`src/rtl/bitser_arb_ctrl.sv`:
```
// Bit-serial transmit controller: round-robin arbitration between two word
// requesters, then serialisation of the granted word through an 8:1 bit mux.

module bitser_mux8 (
  input  logic [7:0] data_i,
  input  logic [2:0] sel_i,
  output logic       bit_o
);
  assign bit_o = data_i[sel_i];
endmodule

module bitser_arb_ctrl #(
  parameter bit MSB_FIRST = 1'b0
) (
  input  logic       i_clk,
  input  logic       i_rst_n,
  input  logic       i_con_req0_valid,
  input  logic [7:0] i_data_req0_word,
  output logic       o_con_req0_ready,
  input  logic       i_con_req1_valid,
  input  logic [7:0] i_data_req1_word,
  output logic       o_con_req1_ready,
  input  logic       i_con_out_ready,
  output logic       o_con_bit_valid,
  output logic       o_data_bit,
  output logic       o_con_last,
  output logic       o_con_owner,
  output logic [2:0] o_con_choice
);
  localparam logic [0:0] S_IDLE  = 1'b0;
  localparam logic [0:0] S_SHIFT = 1'b1;

  logic [0:0] state_q, state_d;
  logic [7:0] word_q, word_d;
  logic [2:0] cnt_q, cnt_d;
  logic       owner_q, owner_d;
  logic       last_owner_q, last_owner_d;

  logic       shifting, cnt_last, accept_win;
  logic       gnt_any, gnt_sel, accept;
  logic [7:0] gnt_word;
  logic [2:0] choice;

  assign shifting   = (state_q == S_SHIFT);
  assign cnt_last   = (cnt_q == 3'd7);
  // A new word may also be taken on the cycle the final bit leaves, so
  // consecutive words stream without a bubble.
  assign accept_win = !shifting || (cnt_last && i_con_out_ready);

  assign gnt_any  = i_con_req0_valid || i_con_req1_valid;
  assign gnt_sel  = (i_con_req0_valid && i_con_req1_valid) ? ~last_owner_q : i_con_req1_valid;
  assign gnt_word = gnt_sel ? i_data_req1_word : i_data_req0_word;

  assign o_con_req0_ready = accept_win && gnt_any && !gnt_sel;
  assign o_con_req1_ready = accept_win && gnt_any && gnt_sel;
  assign accept           = o_con_req0_ready || o_con_req1_ready;

  assign choice = MSB_FIRST ? (3'd7 - cnt_q) : cnt_q;

  always_comb begin
    state_d      = state_q;
    word_d       = word_q;
    cnt_d        = cnt_q;
    owner_d      = owner_q;
    last_owner_d = last_owner_q;
    if (accept) begin
      word_d       = gnt_word;
      owner_d      = gnt_sel;
      last_owner_d = gnt_sel;
      cnt_d        = 3'd0;
      state_d      = S_SHIFT;
    end else if (shifting && i_con_out_ready) begin
      if (cnt_last) begin
        state_d = S_IDLE;
        cnt_d   = 3'd0;
      end else begin
        cnt_d = cnt_q + 3'd1;
      end
    end
  end

  always_ff @(posedge i_clk or negedge i_rst_n) begin
    if (!i_rst_n) begin
      state_q      <= S_IDLE;
      word_q       <= 8'd0;
      cnt_q        <= 3'd0;
      owner_q      <= 1'b0;
      last_owner_q <= 1'b1;
    end else begin
      state_q      <= state_d;
      word_q       <= word_d;
      cnt_q        <= cnt_d;
      owner_q      <= owner_d;
      last_owner_q <= last_owner_d;
    end
  end

  bitser_mux8 u_mux (
    .data_i (word_q),
    .sel_i  (choice),
    .bit_o  (o_data_bit)
  );

  assign o_con_bit_valid = shifting;
  assign o_con_last      = shifting && cnt_last;
  assign o_con_owner     = owner_q;
  assign o_con_choice    = choice;
endmodule

```
`config.mk`:
```
export PLATFORM = sky130hd
export DESIGN_NAME = bitser_arb_ctrl
export DESIGN_NICKNAME = d
export VERILOG_FILES = /design/src/rtl/bitser_arb_ctrl.sv
export SDC_FILE = /design/constraint.sdc
export NUM_CORES = 1
export LEC_CHECK = 0
export CORE_ASPECT_RATIO = 0.8
export CORE_UTILIZATION = 42
export CTS_CLUSTER_DIAMETER = 60
export DETAILED_ROUTE_END_ITERATION = 10
export PLACE_DENSITY = 0.74
export SYNTH_ARGS = -nofsm -noshare
export SYNTH_HDL_FRONTEND = slang
export SYNTH_SLANG_ARGS = --single-unit
```
`constraint.sdc`:
```
create_clock -name i_clk -period 2.2 [get_ports i_clk]
set_input_delay 0.44 -clock i_clk [delete_from_list [all_inputs] [get_ports i_clk]]
set_output_delay 0.44 -clock i_clk [all_outputs]
set_load 0.02 [all_outputs]
```
## Word-level counts from Yosys, hierarchy flattened

Index checks and enable logic that the tools add are counted.

| storage, ports and cells | value |
|---|---|
| flip-flop bits (word level) | 14 |
| input bits | 21 |
| output and inout bits | 9 |
| word-level logic and storage cells | 34 |

| cells by class | value |
|---|---|
| add/sub/neg operators | 1 |
| magnitude comparators | 1 |
| equality and inequality tests | 1 |
| mux-type cells | 10 |
| bitwise logic cells | 1 |
| reduce and logical (&&, ||, !) cells | 15 |

Operators with widths:

| operator | count |
|---|---|
| 2-to-1 mux 3 bit | 3 |
| 2-to-1 mux 8 bit | 1 |
| logical AND 1 bit | 7 |
| 2-to-1 mux 1 bit | 5 |
| less-than comparator 3 x 4 -> 1 bit, second input constant | 1 |
| nonzero test 2 bit | 2 |
| adder 3 x 1 -> 3 bit, second input constant | 1 |
| binary-select mux 1 bit (select 3 bit) | 1 |
| equality test 3 bit, second input constant | 1 |
| logical OR 1 bit | 3 |
| logical NOT 1 bit | 2 |
| AND reduction 2 bit | 1 |
| NOT 1 bit | 1 |

## Depth between registers and ports, before layout

Gate-level depths: netlist of the first run.

| logic depth | value |
|---|---|
| word-level depth | 8 |
| mapped depth | 6 |
| mapped depth without buffers | 5 |

## By module

A second synthesis of the first run with hierarchy kept.

| unflattened totals | value |
|---|---|
| cell total of the unflattened synthesis | 75 |
| area, all modules | 780.7 um^2 |

By module, submodules not included:

| module | instances | cells an instance | area an instance (um^2) | seq. area each (um^2) |
|---|---|---|---|---|
| bitser_arb_ctrl | 1 | 72 | 716.9 | 351.6 |
| bitser_mux8 | 1 | 3 | 63.8 | 0.0 |

## Worst setup path before layout of the first run

No wires, ideal clock.

| timing | value |
|---|---|
| kind | reg2reg |
| start point | reg cnt_q[0], in the netlist o_con_choice[0] |
| end point | reg word_q[0] |
| setup time | 0.126 ns |
| arrival time | 1.815 ns |
| data required time | 2.074 ns |
| setup slack | 0.258 ns |
| cell stages (with the launch flop) | 7 |
| buffers on the path | 1 |
| clock period less this slack | 1.942 ns |
| cells stage by stage | dfrtp_1 -> ha_1 -> ha_1 -> a21bo_4 -> and3_4 -> buf_6 -> a221o_1 |

| on the way | value |
|---|---|
| word-level cells in the longest chain between the ends | 6 |
| elaborated cells between the ends (all ways) | 7 |
| those cells by class | 1 x eq/ne; 6 x reduce/logical |

Ends and longest elaborated chain:

| item | line | source |
|---|---|---|
| start: declaration | 35 | `logic [2:0] cnt_q, cnt_d;` |
| start signal: assignment | 92 | `cnt_q <= cnt_d;` |
| equality test 3 bit | 45 | `assign cnt_last = (cnt_q == 3'd7);` |
| logical AND 1 bit | 48 | `assign accept_win = !shifting \|\| (cnt_last && i_con_out_ready);` |
| logical OR 1 bit | 48 |  |
| logical AND 1 bit (2 in a row) | 55 | `assign o_con_req1_ready = accept_win && gnt_any && gnt_sel;` |
| via o_con_req1_ready | 22 | `output logic o_con_req1_ready,` |
| logical OR 1 bit | 56 | `assign accept = o_con_req0_ready \|\| o_con_req1_ready;` |
| end signal: assignment | 91 | `word_q <= word_d;` |
| end: declaration | 34 | `logic [7:0] word_q, word_d;` |

The timed path passes the listed nets, and every way through them passes these cells.
A chain may end at the register's enable or synchronous reset.

## Worst setup path in the final report of the first run

| timing | value |
|---|---|
| start point | reg cnt_q[0], in the netlist o_con_choice[0] |
| end point | out o_data_bit |

| on the way | value |
|---|---|
| word-level cells in the longest chain between the ends | 2 |

Ends and longest elaborated chain:

| item | line | source |
|---|---|---|
| binary-select mux 1 bit (select 3 bit) | 9 | `assign bit_o = data_i[sel_i];` |
| 2-to-1 mux 1 bit (not written as such) | 9 |  |
| end: declaration | 25 | `output logic o_data_bit,` |

Every way passes these cells. The select of a mux whose other input is x is not followed.

==> results.md, run 1 <==
* Yosys reg bits at 14
* Vias per std cell at roughly 5.3
* Clk_skew at about 0.0026 ns
* Root buf cell: clkbuf_4
* HP Class: reg2reg
* Dominant cell type by area after synthesis: dfrtp_1
* CP max-delay cell: mux4_2
* Clk pin slew, worst setup/hold paths at 0.09 ns
* Setup violations, final at 0
* First-pass GRT wire length at 3.17 mm
* Ant diodes at 0
* Area share of xor/xnor cells in the synthesized design at 0%
* Pin count of the biggest net entering global routing at 15
* CP required at roughly 1.8 ns
* GP Congestion at a little over 0.8
* Initial antenna violation count at 0
* Die height at between 40 and 50 um
* Layout Nets at ~140
* Routed via count at 753
* H-tree Lvls at 1
* Reg2Reg Launch Point: o_con_choice[0]$_DFFE_PN0P_
* Vias in the first global route at 698
* WS Path Type: reg2out
* Gate count after technology mapping at between 70 and 80
* Flop2flop setup slack at 0.33 ns
* DIE AREA at 2040 um2
* CTS Hold Buffers Added at 0
* CTS tree: built
* Setup crit end: o_data_bit
* Synthesized cell area at 782 um2
* Average size of a mapped cell at ~10 um2
* Fin Hold WS at between 0.4 and 0.5 ns
* Share of cells above drive strength 1 at around a quarter
* First-iteration detailed-routing DRC count at 15
* Total Power at 1240 uW
* Slew HR at between 50% and 60%
* Simple-Gate Fraction of Synth Area at about 19%
* Routed WL per cell at approximately 15 um
* Grt total ovfl at 0
* Worst Setup SP: o_con_choice[0]$_DFFE_PN0P_
* Largest cells by area after synthesis: dfrtp_1 (42%), a221o_1 (10%), nor3_1 (5.8%)
* CP peak stage delay at roughly 0.5 ns
* Max-cap violation count at 0
* Gr usage total at a little under a quarter
* Pwr Density at ~1000 nW/um2
* Crit path DAT at between 1.5 and 2 ns
* Post-route minimum period at ~2.1 ns
* IO Port Bufs at 29
* Worst Reg-to-Reg Cells at 6
* Antenna viol nets, final at 0
* Yosys top cell area share at about two fifths
* Critical path cell sequence: buf_6 -> mux4_2 -> mux2_2 -> buf_2
* Starting Density at a little under half
* Worst vdd ir at between 0.6 and 0.7 mV
* CP endpoint kind: output port
* Outcome: finished, final reports clean
* CTS buffer count at 3
* RSZ-0062 raised after global routing: false
* Filler Cell Count at 138
* Worst-case clock buffer depth at 2
* Residual DRC at 0
* Max frequency at approximately 470 MHz
* IO Count at 30
* # rows at 13
* Yosys warnings at 0
* Startpoint types: flip-flop
* Worst r2r dst: word_q[5]$_DFFE_PN0P_
* Drt pass-1 iters at 4
* Mux cell area share after synthesis at under 10%
* Main combinational cell family by area after synthesis: compound AO/OA/AOI/OAI gates
* Area growth from synthesis to layout at 53.8%
* Post-synth cell types at 26
* Worst-path fanout max at 4
* CTS Sinks at 14
* Worst slew pin tran at approximately 0.65 ns
* Post-DP HPWL at approximately 1.6 mm
* Synth Area in Compound Gates at between 20% and 30%
* Adder-cell share of the synthesized area at 3.20%
* WL final at ~2.0 mm
* Final Max Tran Viols at 0
* Synthesized Nets at 99
* Sequential share of the synthesized area at between 40% and 50%
* Final Hold Fails at 0
* Worst-Skew Late Latency at approximately 0.28 ns
* Core area at approximately 1700 um2
* Die width at approximately 50 um
* Leak at between 0.0005 and 0.0006 uW
* Period utilization at 96.9%
==> metrics by stage <==
step	setup WS [ns]	setup TNS (ns)	cells	cell area (um2)	utilization [%]
after global routing	0.00343	0	141	1200	71.1
after floorplan	0.258	0	76	782	-
final	0.0687	0	141	1200	71.1
after detailed placement	-0.110	-0.181	136	1170	69.4
after global placement	-0.0912	-0.147	136	1170	69.4
after CTS	0.0268	0	141	1210	71.4
==> logic make-up (layout without fill, tap and decap cells) <==
logic type               Yosys count  after routing
multiplexers                       3              3
buffers and inverters              5             48
flip-flops                        14             14
AO/OA/AOI/OAI                     21             21
AND/OR/NAND/NOR                   31             31
adder cells (fa/ha/maj)            2              2
==> how the worst min path moves through the flow <==
stage / depth (start not counted) / startpoint / end
2_1_floorplan: 0 / i_rst_n / o_con_bit_valid$_DFFE_PN0P_
3_3_place_gp: 1 / o_con_owner$_DFFE_PN0P_ / o_con_owner$_DFFE_PN0P_
4_1_cts: 1 / o_con_owner$_DFFE_PN0P_ / o_con_owner$_DFFE_PN0P_
5_1_grt: 1 / o_con_owner$_DFFE_PN0P_ / o_con_owner$_DFFE_PN0P_
6_report: 1 / o_con_owner$_DFFE_PN0P_ / o_con_owner$_DFFE_PN0P_
3_5_place_dp: 1 / o_con_owner$_DFFE_PN0P_ / o_con_owner$_DFFE_PN0P_
==> synthesized netlist by cell type <==
master,n
a21bo_4,1
a21boi_1,1
a21o_1,1
a21oi_1,3
a221o_1,8
a31oi_1,3
and2_1,1
and3_4,1
buf_4,1
buf_6,1
clkbuf_1,2
clkbuf_2,1
dfrtp_1,13
dfstp_2,1
ha_1,2
mux2_2,1
mux4_2,2
nand2_1,12
nand2b_1,2
nand3_1,2
nor2_1,2
nor2b_1,2
nor3_1,9
o21ai_0,2
o21ai_1,1
o31ai_1,1
==> power breakdown <==
group	switching [uW]	total (uW)	internal, uW
sequential	85.4	467	381
clock	88.4	189	101
combinational	247	584	337
total	420	1240	819
==> area by class of cell <==
class	count	area, um2	share of cell area (%)
Multi-Input combinational cell	57	399	33.2
Timing Repair Buffer	44	387	32.2
Sequential cell	14	353	29.3
Clock buffer	4	36.3	3.02
Tap cell	22	27.5	2.29
==> cell usage in the layout, fill, tap and decap left out, types with 2 or more instances in the layout <==
master,netlist,final
a21oi_1,3,3
a221o_1,8,8
a31oi_1,3,3
buf_2,0,2
buf_4,1,14
clkbuf_2,1,2
clkbuf_4,0,3
clkdlybuf4s50_1,0,25
dfrtp_1,13,12
ha_1,2,2
mux4_2,2,2
nand2_1,12,12
nand2b_1,2,2
nand3_1,2,2
nor2_1,2,2
nor2b_1,2,2
nor3_1,9,9
o21ai_0,2,2
==> what timing repair did <==
action                                  4_1_cts  5_1_grt
setup buffers                                 1        0
gates resized for setup                      12        4
endpoints found under the setup margin        4        3
gates cloned                                  0        0
==> critical path, delay by kind of cell, from the launching register on <==
family                 cells  cell delay, ns
DFF                        1            0.38
muxes                      2            0.76
buffers and inverters      2            0.27
==> layer usage <==
| layer | routed length [um] | vias to the layer above | track usage [%] |
|---|---|---|---|
| met5 | 0 | - | 0 |
| met4 | 19 | 0 | 8.57 |
| met3 | 89 | 2 | 7.95 |
| met2 | 978 | 22 | 41.0 |
| met1 | 959 | 354 | 26.8 |
| li1 | - | 375 | - |
==> flip-flops by register name, summed over array words and instances, names as in the netlist <==
name	count
word_q	8
o_con_choice	3
last_owner_q	1
o_con_bit_valid	1
o_con_owner	1
(Power assumes the default switching activity.)
==> run 2: changes to the inputs <==
- CTS_CLUSTER_DIAMETER: 60 -> 150
- SLEW_MARGIN: default -> 15
==> results of run 2 <==
Final layout, timing and power as in run 1 (identical DEF).
==> run 3: changes to the inputs <==
- SKIP_CTS_REPAIR_TIMING: default -> 1
==> run 3 against run 2 <==
Hold slack got worse by 0.00071 ns. Critical path depth rose by 1. Sequential power rose by 2%. Setup slack improved by 0.0053 ns. Global-route usage fell by 0.17 points. Core utilization rose by 0.37 points. Wire length rose by 0.59%. Clock-buffer cell count did not move. Non-clock buffer count did not move. Clock power barely moved. Via count rose by 1.9%.
==> results.md, run 3 (synthesis gave the netlist of run 1 again) <==
* Layout Nets at 143 (unchanged)
* CTS tree: built
* Routed WL per cell at 14.6 um (+0.59%)
* Starting Density at 46.2% (unchanged)
* Final core occ at 71.4% (+0.37 points)
* Reg2Reg Launch Point: o_con_choice[0]$_DFFE_PN0P_
* IO Count at 30 (unchanged)
* Worst r2r dst: word_q[5]$_DFFE_PN0P_
* First-pass GRT wire length at 3.15 mm (-0.66%)
* Crit path DAT at 1.69 ns (about the same)
* H-tree Lvls at 1 (unchanged)
* CTS buffer count at 3 (unchanged)
* Final Hold Fails at 0 (unchanged)
* CTS Sinks at 14 (unchanged)
* Worst Reg-to-Reg Cells at 6 (unchanged)
* CP endpoint kind: output port
* Critical path cell sequence: ha_1 -> ha_2 -> a21bo_4 -> and3_4 -> clkbuf_2
* RSZ-0062 raised after global routing: false
* IO Port Bufs at 29 (unchanged)
* Initial antenna violation count at 0 (unchanged)
* Grt total ovfl at 0 (unchanged)
* Pwr Density at 1030 nW/um2 (-0.48%)
* Design area at 1210 um2 (+0.52%)
* FF+latch area at 353 um2 (unchanged)
* Area growth from synthesis to layout at 54.6%
* Worst-Skew Late Latency at 0.28 ns (about the same)
* CP max-delay cell: dfrtp_2
* Worst vdd ir at 0.630 mV (+0.24%)
* Pre-CTS WS at -0.110 ns (unchanged)
* Core area at 1690 um2 (unchanged)
* Share of cells above drive strength 1 at 25.2% (unchanged)
* Area of the multi-input gates at 402 um2 (+0.63%)
* Gr usage total at 23.0% (-0.17 points)
* Worst-case clock buffer depth at 2 (unchanged)
* Fin Hold WS at 0.486 ns (-0.000711 ns)
* Vias in the first global route at 695 (-0.43%)
* Flop2flop setup slack at 0.32 ns (about the same)
* Worst slew pin tran at 0.672 ns (+0.0178 ns)
* Leak at 0.000541 uW (+2.3%)
* Placed Area at 1170 um2 (unchanged)
* CP peak stage delay at 0.46 ns (-0.03 ns)
* Residual DRC at 0 (unchanged)
* Routed via count at 767 (+1.9%)
* Antenna viol nets, final at 0 (unchanged)
* Setup violations, final at 0 (unchanged)
* Worst-path fanout max at 5 (+1)
* Setup crit end: o_con_req1_ready
* Max-cap violation count at 0 (unchanged)
* Post-DP HPWL at 1.58 mm (unchanged)
* GP Congestion at 0.810 (unchanged)
* Outcome: finished, final reports clean
* Die width at 50.2 um (unchanged)
* WL final at 2.06 mm (+0.59%)
* HP Class: reg2reg
* Max frequency at 470 MHz (+0.25%)
* Clk pin slew, worst setup/hold paths at 0.09 ns (about the same)
* Final Max Tran Viols at 0 (unchanged)
* Ant diodes at 0 (unchanged)
* Most common cell after layout, fill and taps aside: clkdlybuf4s50_1
* Pin count of the biggest net entering global routing at 15 (unchanged)
* CP bufs+invs at 1 (-1)
* Most flops, register: word_q
* CP delay by family, top: flip-flops
* Post-Place Cells at 136 (unchanged)
* Root buf cell: clkbuf_4
* Most frequent cells in the layout: clkdlybuf4s50_1 (25), buf_4 (15), nand2_1 (12), dfrtp_1 (12), nor3_1 (9)
* Non-filler cells, final at 141 (unchanged)
* # rows at 13 (unchanged)
* CP Depth at 5 (+1)
* Clk_skew at 0.00358 ns (+0.000977 ns)
* Die height at 40.6 um (unchanged)
* Filler Cell Count at 137 (-0.72%)
* WS Path Type: reg2out
* Vias per std cell at 5.44 (+1.9%)
* DIE AREA at 2040 um2 (unchanged)
* Post-route minimum period at 2.13 ns (-0.00528 ns)
* Final setup margin at 0.0740 ns (+0.00528 ns)
* CP required at 1.76 ns (about the same)
* First-iteration detailed-routing DRC count at 22 (+7)
* Drt pass-1 iters at 4 (unchanged)
* Max FFs per register at 8 (unchanged)
* Worst Setup SP: o_con_choice[0]$_DFFE_PN0P_
* Period utilization at 96.6% (-0.24 points)
* Slew HR at 55.0% (-1.2 points)
* Startpoint types: flip-flop
==> run 3: cell types whose count changed in the layout (fill, tap and decap cells not counted), sizes merged <==
cell / previous run / this run
buf: 17 / 15
dlymetal6s2s: 0 / 1
clkbuf: 6 / 7
==> run 3: layout make-up <==
cell class | count | share of cell area, %
Multi-Input combinational cell | 57 | 33.2
Timing Repair Buffer | 44 | 32.3
Sequential cell | 14 | 29.2
Clock buffer | 4 | 3.00
Tap cell | 22 | 2.28
==> run 3: worst min path at each step <==
stage                     depth (start not counted)                    start  slack [ns]                     endpoint
after floorplan                                   0                  i_rst_n        0.14  o_con_bit_valid$_DFFE_PN0P_
after global placement                            1  o_con_owner$_DFFE_PN0P_        0.46      o_con_owner$_DFFE_PN0P_
after detailed placement                          1  o_con_owner$_DFFE_PN0P_        0.47      o_con_owner$_DFFE_PN0P_
after CTS                                         1  o_con_owner$_DFFE_PN0P_        0.49      o_con_owner$_DFFE_PN0P_
after global routing                              1  o_con_owner$_DFFE_PN0P_        0.52      o_con_owner$_DFFE_PN0P_
final                                             1  o_con_owner$_DFFE_PN0P_        0.49      o_con_owner$_DFFE_PN0P_
==> run 3: worst reg2reg max path, delay by kind of cell (launching register included) <==
kind                       cells  cell delay (ns)
AOI/OAI and AO/OA              2             0.57
DFF                            1             0.46
adders and majority gates      2             0.41
and+or+nand+nor                1             0.17
buffers and inverters          1             0.16
==> run 3: metrics by stage <==
step / total power (uW) / setup TNS (ns)
after floorplan: 785 / 0
after CTS: 1250 / -1.30
after global routing: 1310 / 0
final: 1240 / 0
after detailed placement: 1070 / -0.181
after global placement: 1040 / -0.147
==> run 3: power breakdown <==
part	total, uW	switching [uW]	internal, uW	leakage, uW
clock network	190	89.0	101	0.0000210
registers	475	93.2	381	0.000167
logic	576	239	337	0.000352
==> run 3: metal layers <==
metal | GRT usage [%] | wire length (um)
met1 | 26.3 | 934
met2 | 41.0 | 1000
met3 | 7.95 | 103
met4 | 8.57 | 19
met5 | 0 | 0
